==> src/rtl/mant_mul_54b.sv <==
// 54x54 unsigned mantissa multiplier built from one shared 18x18 multiplier.
// Limb pairs with a zero operand are skipped; the remaining partial products are shifted and accumulated.
module mant_mul_54b #(
  parameter int LIMB_W  = 18,
  parameter int N_LIMBS = 3
) (
  input  logic                          clk,
  input  logic                          rst_n,
  input  logic                          start,
  input  logic [LIMB_W*N_LIMBS-1:0]     a,
  input  logic [LIMB_W*N_LIMBS-1:0]     b,
  output logic [2*LIMB_W*N_LIMBS-1:0]   p,
  output logic                          busy,
  output logic                          done,
  output logic                          m_start,
  output logic [LIMB_W-1:0]             m_a,
  output logic [LIMB_W-1:0]             m_b,
  input  logic [2*LIMB_W-1:0]           m_s,
  input  logic                          m_done
);

  localparam int OP_W = LIMB_W * N_LIMBS;
  localparam int PR_W = 2 * OP_W;
  localparam int LI_W = (N_LIMBS > 1) ? $clog2(N_LIMBS) : 1;
  localparam logic [LI_W-1:0] LAST = LI_W'(N_LIMBS - 1);

  typedef enum logic [2:0] {IDLE, SEL, ISSUE, WAIT, FIN} state_t;

  state_t            state, state_nxt;
  logic [OP_W-1:0]   a_r, b_r;
  logic [PR_W-1:0]   acc;
  logic [LI_W-1:0]   ii, jj;
  logic              iss_cnt;
  logic [LIMB_W-1:0] a_limb, b_limb;
  logic [PR_W-1:0]   pp_shift;
  logic              skip, last, accept, advance;

  assign a_limb   = a_r[int'(ii) * LIMB_W +: LIMB_W];
  assign b_limb   = b_r[int'(jj) * LIMB_W +: LIMB_W];
  assign skip     = (a_limb == '0) || (b_limb == '0);
  assign last     = (ii == LAST) && (jj == LAST);
  assign accept   = (state == IDLE) && start;
  assign advance  = ((state == SEL) && skip) || ((state == WAIT) && m_done);
  assign pp_shift = PR_W'(m_s) << (LIMB_W * (int'(ii) + int'(jj)));

  always_ff @(posedge clk or negedge rst_n) begin
    if (!rst_n) state <= IDLE;
    else        state <= state_nxt;
  end

  always_comb begin
    state_nxt = state;
    case (state)
      IDLE:    if (start) state_nxt = SEL;
      SEL:     if (!skip) state_nxt = ISSUE;
               else       state_nxt = last ? FIN : SEL;
      ISSUE:   if (iss_cnt) state_nxt = WAIT;
      WAIT:    if (m_done) state_nxt = last ? FIN : SEL;
      FIN:     state_nxt = IDLE;
      default: state_nxt = IDLE;
    endcase
  end

  // Operand latch, limb walk, multiplier handshake and accumulation
  always_ff @(posedge clk or negedge rst_n) begin
    if (!rst_n) begin
      a_r     <= '0;
      b_r     <= '0;
      acc     <= '0;
      ii      <= '0;
      jj      <= '0;
      iss_cnt <= 1'b0;
      p       <= '0;
      busy    <= 1'b0;
      done    <= 1'b0;
      m_start <= 1'b0;
      m_a     <= '0;
      m_b     <= '0;
    end else begin
      if (accept) begin
        a_r  <= a;
        b_r  <= b;
        acc  <= '0;
        ii   <= '0;
        jj   <= '0;
        busy <= 1'b1;
        done <= 1'b0;
      end
      if ((state == SEL) && !skip) begin
        m_a     <= a_limb;
        m_b     <= b_limb;
        m_start <= 1'b1;
        iss_cnt <= 1'b0;
      end
      if (state == ISSUE) begin
        iss_cnt <= 1'b1;
        if (iss_cnt) m_start <= 1'b0;
      end
      if ((state == WAIT) && m_done) acc <= acc + pp_shift;
      // Index stays on the final pair so limb selects never leave the operand
      if (advance && !last) begin
        if (jj == LAST) begin
          jj <= '0;
          ii <= ii + 1'b1;
        end else begin
          jj <= jj + 1'b1;
        end
      end
      if (state == FIN) begin
        p    <= acc;
        done <= 1'b1;
        busy <= 1'b0;
      end
    end
  end

endmodule

==> config.mk <==
export PLATFORM = sky130hd
export DESIGN_NAME = mant_mul_54b
export DESIGN_NICKNAME = d
export VERILOG_FILES = /design/src/rtl/mant_mul_54b.sv
export SDC_FILE = /design/constraint.sdc
export NUM_CORES = 1
export LEC_CHECK = 0
export CAP_MARGIN = 25
export CORE_MARGIN = 2
export CORE_UTILIZATION = 53
export DETAILED_ROUTE_END_ITERATION = 10
export GPL_TIMING_DRIVEN = 0
export PLACE_DENSITY = 0.81
export RECOVER_POWER = 100
export REMOVE_ABC_BUFFERS = 1
export SLEW_MARGIN = 25
export SYNTH_ARGS = -nofsm -noshare
export SYNTH_HDL_FRONTEND = slang
export SYNTH_SLANG_ARGS = --single-unit
export TNS_END_PERCENT = 20
==> constraint.sdc <==
create_clock -name clk -period 7.6 [get_ports clk]
set_input_delay 1.52 -clock clk [delete_from_list [all_inputs] [get_ports clk]]
set_output_delay 1.52 -clock clk [all_outputs]
set_load 0.05 [all_outputs]
==> flow_summary_export.csv <==
group,metric,value,unit
run_status,failed_checks,"max-capacitance violations, max-slew violations",
setup_path,critPathKind,"reg2reg",
yosys,syn_inst,2639,
global_routing,grt_pass1_vias,20100,
drt,wirelength,71400,um
pwr,power.switching,5000,uW
place,io_buffers,294,
yosys,ys_warn_count,0,
sta,worst_pin_slew,3.46,ns
sta,skew,0.0208,ns
layout,nets,3109,
worst_hold_path,hold_end,"a_r[39]$_DFFE_PN0P_",
clock_network,cts_htree_levels,2,
setup_path,critPathCaptureType,"flop",
setup_path,critPathRequiredTime,8.09,ns
clock_network,cts_hold_buf,0,
yosys,async_reset_ff_share,100,%
floorplan,die_x,212,um
run_status,status,"complete, but fails checks",
floorplan,initial_core_util,53.4,%
clock_network,cts_tree,"built",
drt,routedWlPerCell,20.6,um
clock_network,cts-buffers-inserted,41,
clock_network,clock-sinks,371,
flow_run,max-cap-violations,8,
clock_network,clock_path_buffers,3,
place,globalplace.congestion,0.960,
setup_path,r2r-end,"acc[100]$_DFFE_PN0P_",
drt,drt-pass1-iter-count,7,
yosys,yosys.cell_types.count,67,
sta,rsz0062_at_grt,"no",
sta,max_freq,0.137,GHz
clock_network,insertion_delay,0.58,ns
sta,whs,0.475,ns
pwr,p_seq_share,28.1,%
setup_path,critPathLaunchType,"flop",
global_routing,antenna_found_initial,1,
setup_path,crit_path_max_fanout,33,
layout,syn2layout_area_growth,21.2,%
global_routing,grt_pass1_wl,110000,um
worst_hold_path,hold_depth,2,
global_routing,grt_max_degree,92,
worst_hold_path,worstHoldStart,"a_r[39]$_DFFE_PN0P_",
drt,vias,20700,
sta,maxSlewHeadroom,-131,%
floorplan,die_area,44900,um^2
yosys,synth_area,22900,um^2
place,dp_hpwl,53700,um
drt,drc,0,
pwr,leakagePower,0.0130,uW
sta,period_share,96.0,%
yosys,ys.flop_type,"dfrtp_1",
setup_path,rr_worst_depth,21,
drt,drt_iter0_drc,1866,
global_routing,grt.total_usage,31.3,%
pwr,comb_power_share,52.5,%
setup_path,arrival,7.78,ns
layout,fill_cells,3460,
pwr,p_per_area,389,nW/um^2
yosys,synth_edf_count,0,
floorplan,core-area,42900,um^2
yosys,synth_area_per_cell,8.67,um^2
global_routing,grt_overflow,0,
drt,via_per_inst,5.98,
layout,finalNonFillerCells,3466,
pwr,peakVddDrop,0.342,mV
pwr,p_clk_share,19.4,%
sta,setup_viol,0,
floorplan,die_h,212,um
layout,antennaDiodeCount,0,
sta,finalHoldViolCount,0,
setup_path,worst-r2r-setup-slack,0.31,ns
pwr,netSwitchingFraction,46.4,%
setup_path,r2r-start,"ii[0]$_DFF_PN0_",
sta,period_minus_slack,7.29,ns
clock_network,clkTransAtPathRegs,0.06,ns
clock_network,cts_root_buf,"clkbuf_16",
drt,drtAntennaViolNets,0,
worst_hold_path,holdCritPathClass,"reg2reg",
sta,slew_viol_final,466,
pwr,p_int,5780,uW
place,placed_cells,3391,
yosys,ys_ff_latch,371,
floorplan,rows,76,
layout,drive_gt1_share,9.02,%
floorplan,io_pins,295,
yosys,ys_seq_area_share,40.6,%
logic make-up after synthesis:
logic type / Yosys count / share of synthesized area (%)
compound gates: 651 / 17.1
xor+xnor: 97 / 3.71
fa+ha+maj: 111 / 6.13
buf+inv: 219 / 3.68
flops: 371 / 40.6
mux: 201 / 10.2
simple gates: 989 / 18.6
per-stage QoR:
step / setup WS, ns / power, uW / util [%] / area, um^2 / setup TNS (ns)
final: 0.306 / 10800 / 64.7 / 27700 / 0
after global placement: -18.83 / 8460 / 60.5 / 25900 / -6830.28
after detailed placement: 0.0737 / 8620 / 61.8 / 26500 / 0
after floorplan: -5.84 / 6840 / - / 22300 / -784.15
after global routing: 0.0574 / 11500 / 64.7 / 27700 / 0
after CTS: 0.0697 / 10800 / 65.1 / 27900 / 0
worst max-delay path: stages, from the launching register on:
cell,delay (ns)
dfrtp_4,0.72
ha_4,0.19
inv_1,0.05
fa_4,1.17
inv_1,0.27
a211oi_1,0.41
nor2b_1,0.20
a211oi_1,0.07
a21oi_1,0.54
nor2_1,0.20
ha_1,0.48
nand2_1,0.08
nor2_1,0.15
o211ai_1,0.20
nor3_1,0.17
o21ai_0,0.32
a21oi_1,0.59
o211ai_1,0.26
nand3_1,0.28
a21boi_1,0.15
or4_1,0.48
a31oi_1,0.17
worst max path at each step:
stage / startpoint / end / slack [ns] / cells past startpoint
after CTS: jj[1]$_DFFE_PN0P_ / acc[100]$_DFFE_PN0P_ / 0.07 / 20
after global routing: ii[0]$_DFF_PN0_ / acc[105]$_DFFE_PN0P_ / 0.06 / 18
after floorplan: start / acc[105]$_DFFE_PN0P_ / -5.84 / 4
after detailed placement: jj[1]$_DFFE_PN0P_ / acc[100]$_DFFE_PN0P_ / 0.07 / 20
final: ii[0]$_DFF_PN0_ / acc[100]$_DFFE_PN0P_ / 0.31 / 21
after global placement: start / acc[105]$_DFFE_PN0P_ / -18.83 / 5
placed cells by master, fill, tap and decap left out, drive strengths merged, types with 10 or more instances in the layout:
| cell | Yosys | layout |
|---|---|---|
| nor3b | 16 | 16 |
| mux2i | 61 | 61 |
| nand4 | 48 | 48 |
| clkbuf | 139 | 72 |
| a211oi | 10 | 10 |
| a21oi | 219 | 219 |
| nand2 | 564 | 564 |
| xor2 | 47 | 47 |
| and2 | 17 | 17 |
| nor2 | 189 | 189 |
| and3 | 16 | 16 |
| buf | 24 | 19 |
| mux2 | 127 | 127 |
| nor4 | 12 | 12 |
| a22o | 25 | 25 |
| a31oi | 32 | 32 |
| a21o | 37 | 37 |
| dlygate4sd3 | 0 | 148 |
| o211ai | 15 | 15 |
| nor2b | 34 | 34 |
| o21ai | 211 | 211 |
| xnor2 | 50 | 50 |
| nand2b | 15 | 15 |
| inv | 56 | 61 |
| dfrtp | 371 | 371 |
| nand3 | 28 | 28 |
| o21bai | 27 | 27 |
| nor3 | 34 | 34 |
| ha | 109 | 109 |
| clkdlybuf4s50 | 0 | 145 |
| mux4 | 13 | 13 |
sequential cells by signal, indices dropped and copies added (netlist names), 2 cells and up:
register,count
a_r,54
acc,108
ii,2
p,108
m_a,18
state,3
jj,2
m_b,18
b_r,54
routing by layer:
layer	share of wire, %	vias up	global-route usage, %
met5	0.018	-	0
met4	3.4	2	10.8
met3	8.8	140	7.11
met2	46	880	50.7
met1	42	10000	41.4
li1	-	9678	-
synthesized netlist by cell type, drive strengths merged (37+ instances only):
master	number	area [um^2]
xnor2	50	438
dfrtp	371	9280
mux2i	61	611
mux2	127	1430
o21ai	211	1060
ha	109	1360
a21oi	219	1100
clkbuf	139	524
xor2	47	412
nor2	189	709
a21o	37	279
nand2	564	2120
nand4	48	300
inv	56	210
layout make-up:
type | instances | area [um^2] | share of cell area [%]
Multi-Input combinational cell | 2049 | 12800 | 46.2
Sequential cell | 371 | 9290 | 33.5
Timing Repair Buffer | 331 | 3270 | 11.8
Clock buffer | 53 | 1160 | 4.19
Tap cell | 585 | 732 | 2.64
Clock inverter | 21 | 254 | 0.916
Inverter | 56 | 210 | 0.758
power by group through the flow:
stage          clock, uW  combinational, uW  sequential [uW]
2_1_floorplan          0               3630             3210
3_3_place_gp           0               5430             3030
3_5_place_dp           0               5570             3050
4_1_cts             2120               5620             3020
5_1_grt             2200               6180             3090
6_report            2090               5660             3030
what timing repair did:
item                                    CTS  global route
endpoints found under the setup margin    0            34
buffers inserted                          0             1
gates resized for setup                   0             5
No activity file was read; power rests on OpenSTA's default activity.
